<file path="src/rtl/lfsr_gen.sv">
// rtl/lfsr_gen.sv - Fibonacci LFSR with seed load and all-zero lockup recovery (optional LFSR_PERIOD_FLAG_EN adds wrap_o)
module lfsr_gen #(
    parameter int              WIDTH = 4,
    parameter logic [WIDTH-1:0] TAPS  = 4'b1100,
    parameter logic [WIDTH-1:0] SEED  = 4'b1110
) (
    input  logic             clk,
    input  logic             reset,
    input  logic             en,
    input  logic             load,
    input  logic [WIDTH-1:0] seed_i,
    output logic [WIDTH-1:0] lfsr_o,
    output logic             lockup_o
`ifdef LFSR_PERIOD_FLAG_EN
    ,
    output logic             wrap_o
`endif
);

    logic [WIDTH-1:0] state;
    logic             fb;
    logic [WIDTH-1:0] shifted;
    logic             is_zero;

    assign fb      = ^(state & TAPS);
    assign shifted = {state[WIDTH-2:0], fb};
    assign is_zero = (state == '0);
    assign lfsr_o  = state;

    always_ff @(posedge clk or negedge reset) begin
        if (!reset) begin
            state    <= SEED;
            lockup_o <= 1'b0;
        end else begin
            lockup_o <= 1'b0;
            if (load) begin
                state <= seed_i;
            end else if (en && is_zero) begin
                // All-zero is a fixed point of the XOR feedback; reseed to escape it
                state    <= SEED;
                lockup_o <= 1'b1;
            end else if (en) begin
                state <= shifted;
            end
        end
    end

`ifdef LFSR_PERIOD_FLAG_EN
    logic [WIDTH-1:0] ref_state;
    logic [WIDTH-1:0] step_cnt;

    // ref_state tracks the last seeded value so wrap_o marks one full period from it
    always_ff @(posedge clk or negedge reset) begin
        if (!reset) begin
            ref_state <= SEED;
            step_cnt  <= '0;
            wrap_o    <= 1'b0;
        end else begin
            wrap_o <= 1'b0;
            if (load) begin
                ref_state <= seed_i;
                step_cnt  <= '0;
            end else if (en && is_zero) begin
                ref_state <= SEED;
                step_cnt  <= '0;
            end else if (en) begin
                if (shifted == ref_state) begin
                    wrap_o   <= 1'b1;
                    step_cnt <= '0;
                end else begin
                    step_cnt <= step_cnt + {{(WIDTH-1){1'b0}}, 1'b1};
                end
            end
        end
    end
`endif

endmodule

</file>
<file path="config.mk">
export PLATFORM = sky130hd
export DESIGN_NAME = lfsr_gen
export DESIGN_NICKNAME = d
export VERILOG_FILES = /design/src/rtl/lfsr_gen.sv
export SDC_FILE = /design/constraint.sdc
export NUM_CORES = 1
export LEC_CHECK = 0
export BUFFER_PORTS_ARGS = -buffer_cell sky130_fd_sc_hd__buf_2
export CORE_AREA = 2 2 39 41
export DETAILED_ROUTE_END_ITERATION = 12
export DIE_AREA = 0 0 41 43
export PLACE_DENSITY = 0.42
export SETUP_SLACK_MARGIN = 0.05
export SLEW_MARGIN = 10
export SYNTH_ARGS = -nofsm -noshare
export SYNTH_HDL_FRONTEND = slang
export SYNTH_SLANG_ARGS = --single-unit
</file>
<file path="constraint.sdc">
create_clock -name clk -period 1.2 [get_ports clk]
set_input_delay 0.06 -clock clk [delete_from_list [all_inputs] [get_ports clk]]
set_output_delay 0.06 -clock clk [all_outputs]
set_load 0.1 [all_outputs]
</file>
==> summary.txt, run 1 <==
Run status
  – Status: finished with violations
  – Failing checks: setup timing

Final layout
  – Final-layout fill cell count: 145
  – Final core occ: 37.07%
  – Area of the multi-input gates: 173.9 um2
  – Area grow syn2layout: 81.42%
  – Commonest cells after routing, fill and taps aside: buf_2 (8), nand2_1 (4), buf_12 (4)
  – Layout Cells excl Fill: 62
  – Commonest non-fill, non-tap cell in the layout: buf_2
  – ANT cells: 0
  – Nets: 56
  – Register area: 137.6 um2
  – Design area: 513.0 um2
  – Fraction of layout cells with a size suffix above 1: 65.22%

Yosys
  – Synthesized flop and latch total: 5
  – Netlist cell types: 16
  – Syn Nets: 37
  – Synth Cell Area: 282.8 um2
  – Average size of a mapped cell: 10.10 um2
  – YS warnings: 0
  – Sequential-to-total area share from yosys stat: 45.58%
  – Post-Syn Instances: 28

Timing
  – Setup tns final: -0.1484 ns
  – Post-layout minimum cycle time: 1.257 ns
  – Fin worst setup slack: -0.05749 ns
  – Fmax: 0.7952 GHz
  – WHS: 0.02161 ns
  – Worst rel slew slack: 67.88%
  – Slew Viols, Final: 0
  – Unrepaired setup endpoints after global routing: true
  – Tcrit/Tclk final: 104.8%
  – Final setup violation count: 5
  – Final hold violations: 0
  – Worst-Margin Slew: 0.4852 ns
  – Post-Route Skew: 0.0008987 ns

Routing
  – Vias per cell: 4.113
  – DRT antenna net count: 0
  – Total wire length: 649 um
  – Vias: 255
  – 1st-iter DRT viols: 4
  – DRC Markers: 0
  – Drt first pass iters: 2
  – DR WL/cell: 10.47 um

Global routing
  – Met2 global-route usage: 13.13%
  – Number of global-route vias before repair: 253
  – Total congestion overflow: 0
  – First-pass GRT wire length: 1062 um
  – GRT Util Overall: 9.899%
  – Met3 usage: 6.283%
  – Grt met1 use: 10.49%
  – Global route hottest layer: met2
  – Largest net degree at the start of global routing: 10
  – Initial antenna violation count: 0

Floorplanning
  – DIE HEIGHT: 43 um
  – IO Count: 13
  – Core Box Area: 1384 um2
  – Full die area: 1763 um2
  – Die width: 41 um
  – Row count: 14
  – Initial Util: 20.43%

Clocking
  – H-tree depth: 1
  – TritonCTS buffer count: 3
  – Post CTS Setup Buffer Count: 0
  – CTS tree: done
  – Clock transition at the registers of the reported paths: 0.05 ns
  – Root buffer cell: clkbuf_4
  – Sink Count: 5
  – Clock latency on the worst-skew pair: 0.24 ns
  – Clk buf depth: 2

Worst hold path
  – Hold endpoint: lfsr_o[1]
  – Hold path depth: 3
  – HP Class: in2reg
  – HP Start: seed_i[1]

Placed design
  – RD Place Congestion: 0.7096
  – Post-place instance area: 444.2 um2
  – Dpl ws: -0.08292 ns
  – PortBufs: 12
  – Placed cell count: 57

Critical path
  – Beginning of the worst register-to-register path: lfsr_o[2]
  – Crit path cell chain: inv_4, ha_4, nor3b_4, and3b_2
  – Arrival time worst endpoint: 1.39 ns
  – CP Launch Point: lfsr_o[2]
  – Worst reg2reg path endpoint: lockup_o
  – CP Max Fanout: 3
  – Critical path launch point type: flip-flop
  – Req. time, crit path: 1.33 ns
  – Critical-path top delay cell: dfstp_4
  – Setup CP Type: reg2reg
  – Reg2reg setup slack: -0.06 ns
  – CP Capture Type: flip-flop
  – CP max stage delay: 0.62 ns
  – Worst R2R Path Depth: 4

Power
  – Max rail drop VDD: 0.5137 mV
  – LEAKAGE: 0.2315 nW
  – Pwr Density: 1429 nW/um2
  – Pwr Total: 0.7330 mW

Job
  – Maxcap violations: 0
-- logic make-up after synthesis --
kind of cell / share of synthesized area, %
adder cells (fa/ha/maj): 4.424
AND/OR/NAND/NOR: 27.87
buffers and inverters: 4.424
flip-flops: 45.58
multiplexers: 3.540
AO/OA/AOI/OAI: 14.16
-- final cells by class --
class,count,share of cell area [%]
Clock buffer,4,5.122
Timing Repair Buffer,15,28.29
Multi-Input combinational cell,20,33.90
Inverter,2,1.951
Sequential cell,5,26.83
Tap cell,16,3.902
-- timing repair --
action / 4_1_cts / 5_1_grt
resized for setup: 4 / 2
pin swaps: 3 / 3
hold endpoints to repair: 5 / 0
endpoints found under the setup margin: 7 / 7
hold buffers: 1 / 0
-- flip-flops by register name (all words and copies together) (netlist names) --
signal	cells
lockup_o	1
lfsr_o	4
-- metal layers --
layer  up-vias  share of wire, %
met5         -                 0
met4         0               1.1
met3         2               6.6
met2         9                49
met1       113                43
li1        131                 -
-- power by group --
part           switching [mW]  internal (mW)  total [mW]
registers              0.0283          0.199       0.228
logic                   0.180          0.126       0.306
clock network          0.0732          0.126       0.199
total                   0.281          0.452       0.733
-- critical path, delay by kind of cell, from the launching register on --
kind / cells / cell delay, ns
and+or+nand+nor: 2 / 0.34
adders and majority gates: 1 / 0.15
DFF: 1 / 0.62
buffers and inverters: 1 / 0.04
-- worst max-delay path by stage --
stage,endpoint,slack (ns),cells past startpoint
after floorplan,lockup_o,-0.29,4
after global placement,lockup_o,-0.08,4
after detailed placement,lockup_o,-0.08,4
after CTS,lfsr_o[2],-0.06,5
after global routing,lockup_o,-0.09,4
final,lockup_o,-0.06,4
-- synthesized netlist by cell type --
cell type	number	area share [%]
nand2_1	4	5.3
dfstp_2	3	28
dfrtp_1	2	18
inv_1	2	2.7
nand2b_1	2	4.4
nor2b_1	2	4.4
nor3b_2	2	8.8
o21ai_1	2	3.5
o22ai_1	2	4.4
and3b_2	1	3.5
clkbuf_2	1	1.8
ha_1	1	4.4
mux2i_1	1	3.5
nor2_1	1	1.3
o21ai_0	1	1.8
o31ai_2	1	4.4
No activity file was read; power rests on OpenSTA's default activity.
==> run 2: changes to the inputs <==
Clock period 1.2 ns to 1.1 ns, I/O delays scaled along.
==> run 2 against run 1 <==
The flow still finishes with violations (setup timing). Global-route usage shrank 1.0 points. Fmax is 0.97% lower. Cell count rose by 1.6%. Worst hold slack gained 0.00056 ns. Combinational power is 17% higher. Clock-buffer cell count did not move. Via count rose by 2.0%. Sequential share of layout area fell by 1.7 points. Wire length shrank 0.92%. Die area is the same. Cell area grew 6.8%. Largest cell class is now non-clock buffers.
==> summary.txt, run 2 (synthesis results as in run 1) <==
Routing
  – DR WL/cell: 10.21 um (-2.5%)
  – Vias per cell: 4.127 (+0.34%)
  – DRC Markers: 0 (unchanged)
  – Drt first pass iters: 3 (+1)
  – 1st-iter DRT viols: 1 (-3)
  – Vias: 260 (+2.0%)
  – Total wire length: 643 um (-0.92%)
  – DRT antenna net count: 0 (unchanged)

Final layout
  – Fraction of layout cells with a size suffix above 1: 65.96% (+0.74 points)
  – Final core occ: 39.60% (+2.5 points)
  – Area grow syn2layout: 93.81%
  – Layout Cells excl Fill: 63 (+1.6%)
  – Commonest non-fill, non-tap cell in the layout: buf_2
  – Max FFs per register: 4 (unchanged)
  – Commonest cells after routing, fill and taps aside: buf_2 (7), buf_12 (6), nand2_1 (4)
  – ANT cells: 0 (unchanged)
  – Nets: 57 (+1.8%)

Critical path
  – Buffers & Inverters on Critical Path: 1 (unchanged)
  – Arrival time worst endpoint: 1.40 ns (about the same)
  – Setup CP Type: reg2reg
  – Crit path cell chain: inv_4, ha_4, nor3b_4, and3b_2
  – CP Launch Point: lfsr_o[2]
  – Critical-path top delay cell: dfstp_4
  – Worst R2R Path Depth: 4 (unchanged)
  – Worst reg2reg path endpoint: lockup_o
  – CP Capture Point: lockup_o
  – CP Max Fanout: 3 (unchanged)
  – CP max stage delay: 0.62 ns (about the same)
  – Reg2reg setup slack: -0.17 ns (-0.11 ns)
  – Beginning of the worst register-to-register path: lfsr_o[2]
  – CP top delay family: flip-flops
  – CP Capture Type: flip-flop
  – Critical path launch point type: flip-flop
  – Req. time, crit path: 1.23 ns (-0.10 ns)
  – Critical Path Stages: 4 (unchanged)

Global routing
  – Largest net degree at the start of global routing: 10 (unchanged)
  – GRT Util Overall: 8.862% (-1.0 points)
  – Initial antenna violation count: 0 (unchanged)
  – Number of global-route vias before repair: 269 (+6.3%)
  – Total congestion overflow: 0 (unchanged)
  – First-pass GRT wire length: 1062 um (unchanged)

Timing
  – Slew Viols, Final: 0 (unchanged)
  – Post-layout minimum cycle time: 1.270 ns (+0.01236 ns)
  – Unrepaired setup endpoints after global routing: true
  – Post-Route Skew: 0.002090 ns (+0.001191 ns)
  – Worst-Margin Slew: 0.2023 ns (-0.2828 ns)
  – Final setup violation count: 7 (+2)
  – Final hold violations: 0 (unchanged)
  – Fmax: 0.7875 GHz (-0.97%)
  – Fin worst setup slack: -0.1699 ns (-0.1124 ns)
  – WHS: 0.02218 ns (+0.0005617 ns)
  – Tcrit/Tclk final: 115.4% (+11 points)
  – Worst rel slew slack: 86.43% (+19 points)
  – Setup tns final: -0.8751 ns (-0.7267 ns)

Clocking
  – CTS tree: done
  – TritonCTS buffer count: 3 (unchanged)
  – Clock transition at the registers of the reported paths: 0.04 ns (about the same)
  – Clk buf depth: 2 (unchanged)
  – Clock latency on the worst-skew pair: 0.24 ns (about the same)
  – Sink Count: 5 (unchanged)
  – H-tree depth: 1 (unchanged)
  – Root buffer cell: clkbuf_4

Worst hold path
  – HP Start: seed_i[1]
  – HP Class: in2reg

Floorplanning
  – Core Box Area: 1384 um2 (unchanged)
  – DIE HEIGHT: 43 um (unchanged)
  – Die width: 41 um (unchanged)
  – Initial Util: 20.43% (unchanged)
  – Row count: 14 (unchanged)
  – Full die area: 1763 um2 (unchanged)
  – IO Count: 13 (unchanged)

Placed design
  – Hpwl dp: 506.2 um
  – RD Place Congestion: 0.6952 (-2.0%)
  – PortBufs: 12 (unchanged)
  – Placed cell count: 57 (unchanged)

Power
  – Pwr Density: 1484 nW/um2 (+3.8%)
  – Max rail drop VDD: 0.6274 mV (+22%)
  – LEAKAGE: 0.2434 nW (+5.2%)

Run status
  – Failing checks: setup timing
  – Status: finished with violations

Job
  – Maxcap violations: 0 (unchanged)
[run 2: worst min-delay path by stage]
stage,slack [ns],end,cells past startpoint
6_report,0.02,lfsr_o[1],3
2_1_floorplan,-0.24,lfsr_o[0],0
3_5_place_dp,-0.12,lockup_o,1
4_1_cts,0.01,lfsr_o[1],3
3_3_place_gp,-0.12,lockup_o,1
5_1_grt,0.04,lfsr_o[1],3
[run 2: through the flow]
stage               cell area [um2]  setup WS [ns]  power (mW)
global route                  548.0        -0.1975      0.8630
global placement              459.2        -0.1688      0.5569
detailed placement            459.2        -0.1797      0.5598
CTS                           535.5        -0.1687      0.8160
finish                        548.0        -0.1699      0.8132
floorplan                     294.0        -0.3906      0.4346
[run 2: layout make-up]
class,count,area [um2]
fill,148,835.8
timing repair buffer,16,180.2
multi-input combinational,20,173.9
sequential,5,137.6
clock buffer,4,26.28
tap,16,20.02
inverter,2,10.01
[run 2: timing repair]
action,CTS,global route
setup buffers,1,0
setup endpoints to repair,8,8
pin swaps,3,4
hold buffers,1,0
gates resized for setup,4,2
hold endpoints to repair,5,0
[run 2: metal layers]
| metal | part of all wire, % | routed length, um | vias to the layer above | track usage, % |
|---|---|---|---|---|
| li1 | - | - | 135 | - |
| met1 | 41 | 265 | 118 | 9.091 |
| met2 | 54 | 349 | 7 | 15.00 |
| met3 | 4.5 | 29 | 0 | 3.141 |
| met4 | 0 | 0 | 0 | 4.000 |
| met5 | 0 | 0 | - | 0 |
[run 2: report_power, final]
part	internal [mW]	switching, mW	total (mW)
logic	0.155	0.204	0.359
clock network	0.137	0.0714	0.208
registers	0.218	0.0283	0.246
[run 2: worst register-to-register path, stage by stage (launching register included)]
cell and delay, ns:
dfstp_4 0.62, inv_4 0.04, ha_4 0.15, nor3b_4 0.15, and3b_2 0.20
==> run 3: changes to the inputs <==
--- a/config.mk
+++ b/config.mk
@@ -7,2 +7,3 @@
 export LEC_CHECK = 0
+export ABC_AREA = 0
 export BUFFER_PORTS_ARGS = -buffer_cell sky130_fd_sc_hd__buf_2
==> constraint.sdc (replaced) <==
create_clock -name clk -period 1.1 [get_ports clk]
set_input_delay 0 -clock clk [delete_from_list [all_inputs] [get_ports clk]]
set_output_delay 0 -clock clk [all_outputs]
set_load 0.1 [all_outputs]
==> run 3 against run 2 <==
The run still ends with setup timing left. Register-to-register slack about the same. Sequential share of layout area is 0.34 points lower. Non-clock buffer count up 3. Clock power rose by 5%. Worst hold slack improved by 0.015 ns. Combinational power down 3%. Sequential cell count is the same. Cell area grew 1.4%. Core utilization is 0.54 points higher. Wire length grew 9.0%. Global-route usage rose by 2.9 points. Highest routed layer is now met4.
==> summary.txt, run 3 (synthesis results as in run 1) <==
Global routing
  – Number of global-route vias before repair: 299 (+11%)
  – Largest net degree at the start of global routing: 10 (unchanged)
  – Initial antenna violation count: 0 (unchanged)
  – Total congestion overflow: 0 (unchanged)
  – First-pass GRT wire length: 1317 um (+24%)
  – GRT Util Overall: 11.72% (+2.9 points)

Clocking
  – H-tree depth: 1 (unchanged)
  – TritonCTS buffer count: 3 (unchanged)
  – Clock latency on the worst-skew pair: 0.24 ns (about the same)
  – Clk buf depth: 2 (unchanged)
  – Root buffer cell: clkbuf_4
  – CTS tree: done
  – Post CTS Setup Buffer Count: 0 (-1)
  – Sink Count: 5 (unchanged)
  – Clock transition at the registers of the reported paths: 0.05 ns (about the same)

Timing
  – Post-Route Skew: 0.003065 ns (+0.0009745 ns)
  – Tcrit/Tclk final: 114.3% (-1.1 points)
  – Final hold violations: 0 (unchanged)
  – Worst-Margin Slew: 0.4870 ns (+0.2846 ns)
  – WHS: 0.03727 ns (+0.01509 ns)
  – Post-layout minimum cycle time: 1.257 ns (-0.01256 ns)
  – Slew Viols, Final: 0 (unchanged)
  – Fmax: 0.7954 GHz (+1.0%)
  – Worst rel slew slack: 67.76% (-19 points)
  – Final setup violation count: 7 (unchanged)
  – Fin worst setup slack: -0.1573 ns (+0.01256 ns)
  – Unrepaired setup endpoints after global routing: true

Final layout
  – Commonest cells after routing, fill and taps aside: buf_2 (8), dlygate4sd3_1 (5), nand2_1 (4), buf_12 (4)
  – Fraction of layout cells with a size suffix above 1: 60.00% (-6.0 points)
  – Final core occ: 40.14% (+0.54 points)
  – Max FFs per register: 4 (unchanged)
  – ANT cells: 0 (unchanged)
  – Commonest non-fill, non-tap cell in the layout: buf_2
  – Design area: 555.5 um2 (+1.4%)
  – Area grow syn2layout: 96.46%
  – Nets: 60 (+5.3%)

Critical path
  – CP Capture Type: flip-flop
  – Setup CP Type: reg2reg
  – CP Max Fanout: 3 (unchanged)
  – Arrival time worst endpoint: 1.39 ns (about the same)
  – Worst R2R Path Depth: 4 (unchanged)
  – Critical path launch point type: flip-flop
  – Req. time, crit path: 1.23 ns (about the same)

Routing
  – DR WL/cell: 10.62 um (+4.1%)
  – DRC Markers: 0 (unchanged)
  – Total wire length: 701 um (+9.0%)
  – Drt first pass iters: 2 (-1)
  – Vias per cell: 4.167 (+0.96%)
  – DRT antenna net count: 0 (unchanged)
  – 1st-iter DRT viols: 1 (unchanged)
  – Vias: 275 (+5.8%)

Placed design
  – Dpl ws: -0.1856 ns (-0.005925 ns)
  – PortBufs: 12 (unchanged)
  – Hpwl dp: 531.8 um (+5.1%)
  – Post-place instance area: 444.2 um2 (-3.3%)
  – RD Place Congestion: 0.6969 (+0.24%)

Run status
  – Status: finished with violations
  – Failing checks: setup timing

Floorplanning
  – IO Count: 13 (unchanged)
  – DIE HEIGHT: 43 um (unchanged)
  – Initial Util: 20.43% (unchanged)
  – Die width: 41 um (unchanged)
  – Row count: 14 (unchanged)
  – Full die area: 1763 um2 (unchanged)
  – Core Box Area: 1384 um2 (unchanged)

Power
  – LEAKAGE: 0.2479 nW (+1.8%)
  – Max rail drop VDD: 0.4413 mV (-30%)
  – Pwr Total: 0.8172 mW (+0.49%)
  – Pwr Density: 1471 nW/um2 (-0.87%)

Job
  – Maxcap violations: 0 (unchanged)

Worst hold path
  – HP Class: in2reg
  – Hold path depth: 2 (-1)
==> run 3: cell count changes in the layout (fill, tap and decap cells not counted) <==
cell / delta
dlygate4sd3_1: +4
buf_12: -2
buf_2: +1
inv_2: -1
inv_4: +1
==> run 3: timing repair <==
action / 4_1_cts / 5_1_grt
endpoints found under the setup margin: 7 / 8
hold buffers: 5 / 0
resized for setup: 5 / 2
pin swaps: 1 / 0
hold endpoints to repair: 9 / 0
==> run 3: area by class of cell <==
type / instances / area, um2
Inverter: 2 / 12.51
Multi-Input combinational cell: 20 / 173.9
Timing Repair Buffer: 19 / 185.2
Sequential cell: 5 / 137.6
Tap cell: 16 / 20.02
Fill cell: 136 / 828.3
Clock buffer: 4 / 26.28
==> run 3: through the flow <==
| stage | std cells | setup TNS, ns |
|---|---|---|
| finish | 66 | -0.7607 |
| global route | 66 | -1.111 |
| CTS | 66 | -0.8091 |
| detailed placement | 57 | -0.7834 |
| global placement | 57 | -0.6717 |
| floorplan | 28 | -1.661 |
==> run 3: worst paths after layout <==
check	start	endpoint	slack, ns
worst min register to register	lfsr_o[1]	lfsr_o[1]	0.68
worst max-delay path	lfsr_o[3]	lockup_o	-0.16
min in group asynchronous	reset	lockup_o	0.11
worst max register to register	lfsr_o[3]	lockup_o	-0.16
worst min-delay path	load	lfsr_o[1]	0.04
max in group asynchronous	reset	lfsr_o[1]	0.78
==> run 3: worst max-delay path, cell delays in order, from the launching register on <==
cell	delay, ns
dfstp_4	0.62
inv_4	0.03
ha_4	0.15
nor3b_4	0.15
and3b_2	0.19
==> run 3: per-layer routing <==
layer	wire length [um]	share of wire, %	vias to the layer above	global-route usage (%)
met3	40	5.7	2	4.712
met2	362	52	7	15.94
met5	0	0	-	0
met1	291	42	127	14.43
li1	-	-	139	-
met4	7	1.0	0	8.000
==> run 3: power by group <==
group | switching (mW) | leakage (nW) | internal (mW)
logic | 0.200 | 0.176 | 0.149
registers | 0.0312 | 0.0573 | 0.218
clock network | 0.0818 | 0.0150 | 0.138
total | 0.313 | 0.248 | 0.504
